$ cat src/rtl/vga_pkg.sv
// VGA timing constants, coordinate type and arbiter FSM states
// shared by the timing generator, frame arbiter and renderer.
package vga_pkg;

  localparam int HPIXELS = 800;
  localparam int VLINES  = 521;
  localparam int HBP     = 144;
  localparam int HFP     = 784;
  localparam int VBP     = 31;
  localparam int VFP     = 511;

  typedef logic [9:0] coord_t;

  typedef enum logic [1:0] {
    DISPLAY,
    ARB,
    SETTLE,
    DONE
  } state_t;

endpackage

$ cat src/rtl/rr_arbiter.sv
// Combinational round-robin picker: first pending bit at or
// above the pointer, wrapping at N.
module rr_arbiter #(
  parameter int N  = 4,
  parameter int IW = (N > 1) ? $clog2(N) : 1
) (
  input  logic [N-1:0]  i_pend,
  input  logic [IW-1:0] i_ptr,
  output logic [N-1:0]  o_gnt,
  output logic [IW-1:0] o_idx,
  output logic          o_any
);

  int w_j;

  always_comb begin
    o_gnt = '0;
    o_idx = '0;
    o_any = 1'b0;
    w_j   = 0;
    for (int k = 0; k < N; k++) begin
      w_j = int'(i_ptr) + k;
      if (w_j >= N) w_j = w_j - N;
      if (!o_any && i_pend[w_j]) begin
        o_any      = 1'b1;
        o_gnt[w_j] = 1'b1;
        o_idx      = IW'(w_j);
      end
    end
  end

endmodule

$ cat src/rtl/frame_update_arbiter.sv
// Grants object-position writes to game-logic requesters only
// inside vertical blanking; also produces the frame tick/count.
module frame_update_arbiter #(
  parameter int N_REQ = 4,
  parameter int CW    = 10,
  parameter int VBP   = 31,
  parameter int VFP   = 511,
  parameter int FCW   = 8
) (
  input  logic                clk,
  input  logic                rst,
  input  logic [CW-1:0]       vc,
  input  logic [N_REQ-1:0]    req,
  input  logic [N_REQ*CW-1:0] req_x,
  input  logic [N_REQ*CW-1:0] req_y,
  output logic [N_REQ-1:0]    gnt,
  output logic [N_REQ*CW-1:0] obj_x,
  output logic [N_REQ*CW-1:0] obj_y,
  output logic                upd_win,
  output logic                frame_tick,
  output logic [FCW-1:0]      frame_cnt
);

  import vga_pkg::*;

  localparam int IW = (N_REQ > 1) ? $clog2(N_REQ) : 1;

  state_t              r_state;
  state_t              w_state_nxt;
  logic                r_upd_win;
  logic                r_tick;
  logic [FCW-1:0]      r_cnt;
  logic [N_REQ-1:0]    r_served;
  logic [IW-1:0]       r_ptr;
  logic [N_REQ*CW-1:0] r_obj_x;
  logic [N_REQ*CW-1:0] r_obj_y;

  logic                w_win;
  logic                w_rise;
  logic [N_REQ-1:0]    w_pend;
  logic [N_REQ-1:0]    w_rr_gnt;
  logic [IW-1:0]       w_rr_idx;
  logic                w_rr_any;
  logic [N_REQ-1:0]    w_gnt;
  logic                w_clr;

  assign w_win  = (vc >= CW'(VFP)) || (vc < CW'(VBP));
  assign w_rise = w_win & ~r_upd_win;
  assign w_pend = req & ~r_served;

  rr_arbiter #(
    .N  (N_REQ),
    .IW (IW)
  ) u_rr (
    .i_pend (w_pend),
    .i_ptr  (r_ptr),
    .o_gnt  (w_rr_gnt),
    .o_idx  (w_rr_idx),
    .o_any  (w_rr_any)
  );

  always_comb begin
    w_state_nxt = r_state;
    w_gnt       = '0;
    w_clr       = 1'b0;
    unique case (r_state)
      DISPLAY: begin
        if (r_tick) begin
          w_clr       = 1'b1;
          w_state_nxt = ARB;
        end
      end
      ARB: begin
        // a closing window beats a pending request
        if (!r_upd_win) begin
          w_state_nxt = DISPLAY;
        end else if (&r_served) begin
          w_state_nxt = DONE;
        end else if (w_rr_any) begin
          w_gnt       = w_rr_gnt;
          w_state_nxt = SETTLE;
        end
      end
      SETTLE: begin
        w_state_nxt = r_upd_win ? ARB : DISPLAY;
      end
      DONE: begin
        if (!r_upd_win) w_state_nxt = DISPLAY;
      end
      default: w_state_nxt = DISPLAY;
    endcase
  end

  always_ff @(posedge clk) begin
    if (rst) begin
      r_state   <= DISPLAY;
      r_upd_win <= 1'b0;
      r_tick    <= 1'b0;
      r_cnt     <= '0;
      r_served  <= '0;
      r_ptr     <= '0;
      r_obj_x   <= '0;
      r_obj_y   <= '0;
    end else begin
      r_state   <= w_state_nxt;
      r_upd_win <= w_win;
      r_tick    <= w_rise;
      if (w_rise) r_cnt <= r_cnt + 1'b1;
      if (w_clr) r_served <= '0;
      else       r_served <= r_served | w_gnt;
      if (|w_gnt) begin
        r_ptr <= IW'((int'(w_rr_idx) + 1) % N_REQ);
      end
      for (int i = 0; i < N_REQ; i++) begin
        if (w_gnt[i]) begin
          r_obj_x[i*CW +: CW] <= req_x[i*CW +: CW];
          r_obj_y[i*CW +: CW] <= req_y[i*CW +: CW];
        end
      end
    end
  end

  assign gnt        = w_gnt;
  assign obj_x      = r_obj_x;
  assign obj_y      = r_obj_y;
  assign upd_win    = r_upd_win;
  assign frame_tick = r_tick;
  assign frame_cnt  = r_cnt;

endmodule

$ cat config.mk
export PLATFORM = sky130hd
export DESIGN_NAME = frame_update_arbiter
export DESIGN_NICKNAME = d
export VERILOG_FILES = /design/src/rtl/vga_pkg.sv /design/src/rtl/rr_arbiter.sv /design/src/rtl/frame_update_arbiter.sv
export SDC_FILE = /design/constraint.sdc
export NUM_CORES = 1
export LEC_CHECK = 0
export CAP_MARGIN = 20
export CORE_UTILIZATION = 27
export DETAILED_ROUTE_END_ITERATION = 6
export PLACE_DENSITY_LB_ADDON = 0.05
export RECOVER_POWER = 100
export SYNTH_ARGS = -nofsm -noshare
export SYNTH_HDL_FRONTEND = slang
export SYNTH_HIERARCHICAL = 1
export SYNTH_SLANG_ARGS = --single-unit
$ cat constraint.sdc
create_clock -name clk -period 8.9 [get_ports clk]
set_input_delay 2.225 -clock clk [delete_from_list [all_inputs] [get_ports clk]]
set_output_delay 2.225 -clock clk [all_outputs]
set_load 0.005 [all_outputs]
==> Word level (Yosys, flattened, before mapping) <==
Index checks and enable logic that the tools add are counted.
{ "op_classes": {"magnitude_cmp": 14, "muxes": 49, "bitwise": 8, "n_reduce_logical": 16, "eq_ne": 6, "addsub": 9} }
{ "ops": {"columns": ["operator", "count"], "rows": [
  ["$ge A32 B1 Y1 const B", 4],
  ["$lt A32 B4 Y1 const B", 4],
  ["$mux W32", 4],
  ["$ge A32 B4 Y1 const B", 3],
  ["$sub A32 B4 Y32 const B", 3],
  ["$mux W4", 8],
  ["$mux W1", 19],
  ["$mux W2", 9],
  ["$or A4 B4 Y4", 4],
  ["$ge A10 B9 Y1 const B", 1],
  ["$lt A10 B5 Y1 const B", 1],
  ["$add A8 B1 Y8 const B", 1],
  ["$bmux W1 S2", 4],
  ["$demux W1 S2", 4],
  ["$pmux W2 S4", 1],
  ["$logic_and A1 B1 Y1", 7],
  ["$add A2 B2 Y3 const B", 2],
  ["$and A4 B4 Y4", 1],
  ["$eq A2 B2 Y1 const B", 2],
  ["$ne A2 B2 Y1 const B", 2],
  ["$ne A4 B3 Y1 const B", 1],
  ["$not A4 Y4", 1],
  ["$reduce_and A4 Y1", 1],
  ["$reduce_or A4 Y1", 1],
  ["other kinds (12)", 14]
]} }
{ "totals": {"output_inout_bits": 94, "word_cells": 116, "ff_bits": 98, "in_bits": 96} }

==> Depth between registers and ports, before layout <==
{ "logic_depth": {"word_depth": 20, "mapped_depth": 14, "ltp_nobuf": 11} }

==> By module <==
Netlist, hierarchy kept.
{ "modules_own_cells": {"columns": ["mod", "instances", "area_each_um2", "seq_area_each_um2", "cells_each"], "rows": [
  ["frame_update_arbiter", 1, 3552.2, 1961.9, 441],
  ["rr_arbiter", 1, 460.4, 0.0, 48]
]} }

==> Worst setup path before layout <==
OpenSTA, ideal clock, no wires.
{ "synth_timing": {"path_kind": "input port to output port", "from": "input req[2]", "to": "output gnt[1]", "path_buffers": 1, "slack_ns": 2.776, "cell_stages": 8, "required_time_ns": 6.675, "t_arrival_ns": 3.899, "path_cell_list": "nor2b_1 > mux4_1 > nor4b_4 > a22oi_1 > o21ai_0 > nand2_1 > inv_2 > buf_2"} }
{ "synth_via": {"elab_chain_len": 18, "word_cells_on_any_way": 34, "classes_between": "mux: 24; bitwise: 4; reduce/logical: 6"} }
{ "synth_rtl": {"columns": ["item", "line_no", "source"], "rows": [
  ["start: declaration", "frame_update_arbiter.sv:13", "input logic [N_REQ-1:0] req,"],
  ["$and A4 B4 Y4 *", "frame_update_arbiter.sv:49", "assign w_pend = req & ~r_served;"],
  ["$bmux W1 S2", "rr_arbiter.sv:24", "if (!o_any && i_pend[w_j]) begin"],
  ["$mux W1 (implied by the code) (2 in a row)", "rr_arbiter.sv:24", null],
  ["$mux W1", "rr_arbiter.sv:24", null],
  ["$logic_not A1 Y1", "rr_arbiter.sv:24", null],
  ["$logic_and A1 B1 Y1", "rr_arbiter.sv:24", null],
  ["$mux W1", "rr_arbiter.sv:24", null],
  ["$logic_not A1 Y1", "rr_arbiter.sv:24", null],
  ["[2 not listed]", null, null],
  ["$logic_not A1 Y1", "rr_arbiter.sv:24", null],
  ["$logic_and A1 B1 Y1", "rr_arbiter.sv:24", null],
  ["$mux W4 *", "rr_arbiter.sv:24", null],
  ["net w_rr_gnt[1]", "frame_update_arbiter.sv:41", "logic [N_REQ-1:0] w_rr_gnt;"],
  ["$mux W4 *", "frame_update_arbiter.sv:79", "end else if (w_rr_any) begin"],
  ["$mux W4 *", "frame_update_arbiter.sv:77", "end else if (&r_served) begin"],
  ["$mux W4 *", "frame_update_arbiter.sv:75", "if (!r_upd_win) begin"],
  ["$mux W4 *", "frame_update_arbiter.sv:66", "unique case (r_state)"],
  ["end: declaration", "frame_update_arbiter.sv:16", "output logic [N_REQ-1:0] gnt,"]
]} }
The timed path passes the listed nets; every way through them passes the cells marked *. The select of a mux whose other input is x is not followed.

==> Final worst setup path <==
{ "layout_timing": {"from": "input req[2]", "to": "output gnt[0]"} }
{ "layout_via": {"elab_chain_len": 18, "word_cells_on_any_way": 34, "classes_between": "mux: 24; bitwise: 4; reduce/logical: 6"} }
{ "layout_rtl": {"columns": ["item", "line_no", "source"], "rows": [
  ["$and A4 B4 Y4 *", "frame_update_arbiter.sv:49", null],
  ["net w_pend[2]", "frame_update_arbiter.sv:40", "logic [N_REQ-1:0] w_pend;"],
  ["$bmux W1 S2", "rr_arbiter.sv:24", null],
  ["$mux W1 (implied by the code) (2 in a row)", "rr_arbiter.sv:24", null],
  ["$mux W1", "rr_arbiter.sv:24", null],
  ["$logic_not A1 Y1", "rr_arbiter.sv:24", null],
  ["$logic_and A1 B1 Y1", "rr_arbiter.sv:24", null],
  ["$mux W1", "rr_arbiter.sv:24", null],
  ["[3 not listed]", null, null],
  ["$logic_not A1 Y1", "rr_arbiter.sv:24", null],
  ["$logic_and A1 B1 Y1", "rr_arbiter.sv:24", null],
  ["$mux W1 *", "rr_arbiter.sv:24", null],
  ["net w_rr_any", "frame_update_arbiter.sv:43", "logic w_rr_any;"],
  ["$mux W4 *", "frame_update_arbiter.sv:79", null],
  ["$mux W4 *", "frame_update_arbiter.sv:77", null],
  ["$mux W4 *", "frame_update_arbiter.sv:75", null],
  ["$mux W4 *", "frame_update_arbiter.sv:66", null]
]} }
Marked as above.

==> impl_metrics.sql <==
INSERT INTO impl_metrics (metric_group, metric, value, unit) VALUES
('timing', 'skew', '0.006421', 'ns'),
('critical_path', 'critical_path.startpoint', 'req[2]', ''),
('cts', 'clock_tree.buffer_depth', '2', ''),
('cts', 'clk_pin_slew_worst_paths', '0.06', 'ns'),
('floorplanning', 'initial_core_utilization', '0.2761', ''),
('floorplanning', 'design.core.area', '0.01453', 'mm²'),
('synth', 'synth-edff-count', '0', ''),
('critical_path', 'cp_num_buf_inv', '3', ''),
('cts', 'clock_sinks', '98', ''),
('synth', 'post-synth-top-count-cell', 'sky130_fd_sc_hd__nand2_1', ''),
('global_route', 'grt_antenna_before_repair', '0', ''),
('routing', 'routed_via_density', '4.593', ''),
('routing', 'avgRoutedWirePerCell', '14.23', 'µm'),
('routing', 'detailed_route_via_count', '3904', ''),
('critical_path', 'data_arrival_time_of_the_critical_path', '6.05', 'ns'),
('timing', 'portion_of_the_clock_cycle_consumed_by_the_worst_path_in_the_final_layout', '0.9299', ''),
('floorplanning', 'dieWidth', '123.9', 'µm'),
('cts', 'clock_tree.root_cell', 'sky130_fd_sc_hd__clkbuf_16', ''),
('synth', 'fraction_of_the_yosys_area_taken_by_sequential_cells', '0.4889', ''),
('critical_path', 'worst_path_largest_cell_delay', '0.63', 'ns'),
('power_and_ir_drop', 'switching_share', '0.2195', ''),
('placed_design', 'dpl_hpwl', '8621', 'µm'),
('final_layout', 'design_area', '0.006299', 'mm²'),
('power_and_ir_drop', 'clock_power_share', '0.428', ''),
('synth', 'synth.net_count', '594', ''),
('synth', 'synth.ff_latch_count', '98', ''),
('global_route', 'overflow', '0', ''),
('placed_design', 'place.port_buffers', '189', ''),
('timing', 'timing.final.hold_violations', '0', ''),
('critical_path', 'setup.worst_path.start_class', 'primary input', ''),
('final_layout', 'area_growth_syn_to_layout', '56.97', '%'),
('cts', 'clk-insertion-delay-late', '0.34', 'ns'),
('timing', 'worst-slew-pin-transition', '1.022', 'ns'),
('power_and_ir_drop', 'cellInternalPower', '0.7214', 'mW'),
('cts', 'cts_tree', 'built', ''),
('critical_path', 'worst_path_dominant_cell_family', 'buffers and inverters', ''),
('floorplanning', 'core.rowCount', '44', ''),
('power_and_ir_drop', 'share_seq_of_total_power', '0.482', ''),
('run_status', 'result_of_the_run', 'completed', ''),
('synth', 'asyncSetResetFlopFracSynth', '0', ''),
('placed_design', 'placement.cell_area', '0.006003', 'mm²'),
('synth', 'synth.top_cells.by_area', 'sky130_fd_sc_hd__dfxtp_1 (49%), sky130_fd_sc_hd__nand2_1 (16%), sky130_fd_sc_hd__a21oi_1 (11%)', ''),
('timing', 'slew-limit-headroom', '0.3189', ''),
('global_route', 'total_routing_usage_reported_by_global_routing', '0.1532', ''),
('critical_path', 'setup.reg_to_reg.worst_slack', '5.08', 'ns'),
('power_and_ir_drop', 'comb_power_share', '0.090', ''),
('synth', 'netlist_area', '0.004013', 'mm²'),
('critical_path', 'critPathCaptureType', 'output pin', ''),
('power_and_ir_drop', 'power-per-cell-area', '146.7', 'mW/mm²'),
('synth', 'syn_area_per_cell', '8.206', 'µm²'),
('final_layout', 'antennaDiodeCount', '0', ''),
('placed_design', 'routability_cong', '0.7805', ''),
('routing', 'drt_wl_total', '12100', 'µm'),
('cts', 'htreeDepth', '3', ''),
('routing', 'route.detailed.drc', '0', ''),
('synth', 'number_of_synthesis_warnings', '6', ''),
('timing', 'fin_crit', '8.276', 'ns'),
('power_and_ir_drop', 'switching_power_of_the_nets', '0.2029', 'mW'),
('critical_path', 'required', '6.68', 'ns'),
('timing', 'clock.fmax', '120.8', 'MHz'),
('synth', 'synth.distinct_cells', '44', ''),
('power_and_ir_drop', 'finalPower', '0.9243', 'mW'),
('timing', 'maxSlewViolCount', '0', ''),
('global_route', 'grt_pass1_wl', '18020', 'µm'),
('floorplanning', 'floorplan.io_pins', '190', ''),
('cts', 'post_cts_hold_buffer_count', '0', ''),
('floorplanning', 'die_area', '0.01535', 'mm²'),
('cts', 'cts_buffers', '9', ''),
('power_and_ir_drop', 'worst_ir_drop_vdd', '0.07219', 'mV'),
('routing', 'ant_nets', '0', ''),
('hold_path', 'holdCritPathClass', 'reg2reg', '');
layout make-up:
| type | count | area (µm²) |
|---|---|---|
| flip-flops and latches | 98 | 1962 |
| inverters | 8 | 30.03 |
| fillers | 1498 | 8235 |
| well taps | 184 | 230.2 |
| repair buffers | 192 | 1909 |
| multi-input cells | 352 | 1863 |
| clock buffers | 11 | 242.7 |
| clock inverters | 5 | 61.31 |
power by group through the flow:
stage	Clock, mW	Sequential (mW)	Combinational, mW
finish	0.396	0.446	0.0831
global route	0.429	0.446	0.0897
CTS	0.412	0.446	0.0857
detailed placement	0	0.456	0.0852
global placement	0	0.456	0.0851
floorplan	0	0.455	0.0303
worst min-delay path: cells and delay by family, from the launching register on:
family | cells | cell delay (ns)
AO/OA/AOI/OAI | 1 | 0.05
AND/OR/NAND/NOR | 1 | 0.05
flip-flops | 1 | 0.30
cells by family after synthesis:
group           Yosys count  share of synthesized area
buf+inv                  39                    0.04459
mux                       8                    0.03586
flops                    98                     0.4889
fa+ha+maj                 9                    0.02806
simple gates            214                     0.2289
xor+xnor                  6                    0.01310
compound gates          115                     0.1606
final timing paths:
path,to,cells past startpoint
max reg2reg,obj_x[6],11
max,gnt[0],10
min reg2reg,obj_x[6],2
min,obj_x[6],2
through the flow:
step                        util  instances  hold WS, ns  setup WS, ns
after detailed placement  0.4131        834       0.4457        0.7321
after global placement    0.4131        834       0.4425        0.8778
after global routing      0.4334        850       0.4675        0.3460
after CTS                 0.4340        850       0.4556        0.7368
after floorplan                -        489       0.4425         2.776
final                     0.4334        850       0.4491        0.6242
state kept, by name, indices dropped and copies added, names as in the netlist:
| signal | flops |
|---|---|
| frame_cnt | 8 |
| frame_tick | 1 |
| obj_x | 40 |
| obj_y | 40 |
| r_ptr | 2 |
| r_served | 4 |
| r_state | 2 |
| upd_win | 1 |
layer usage:
metal,global-route usage,vias to the layer above,routed length (µm)
li1,-,1984,-
met1,0.1876,1765,5262
met2,0.2417,141,5355
met3,0.05266,14,1202
met4,0.06994,0,279
met5,0,-,0
cells in the final DEF (no fill, tap or decap), drive strengths merged, types with 4 or more instances in the layout:
master / netlist / layout
dlygate4sd3: 0 / 96
clkdlybuf4s50: 0 / 92
buf: 12 / 4
xnor2: 6 / 6
dfxtp: 98 / 98
nand3: 4 / 4
nor2: 12 / 12
inv: 8 / 10
ha: 9 / 9
clkbuf: 19 / 11
o21a: 4 / 4
nor2b: 5 / 5
a22oi: 8 / 8
a21oi: 85 / 85
nand2: 168 / 168
o21ai: 8 / 8
mux4: 4 / 4
nor3: 7 / 7
Note: power is estimated with default switching activity, not from simulation.
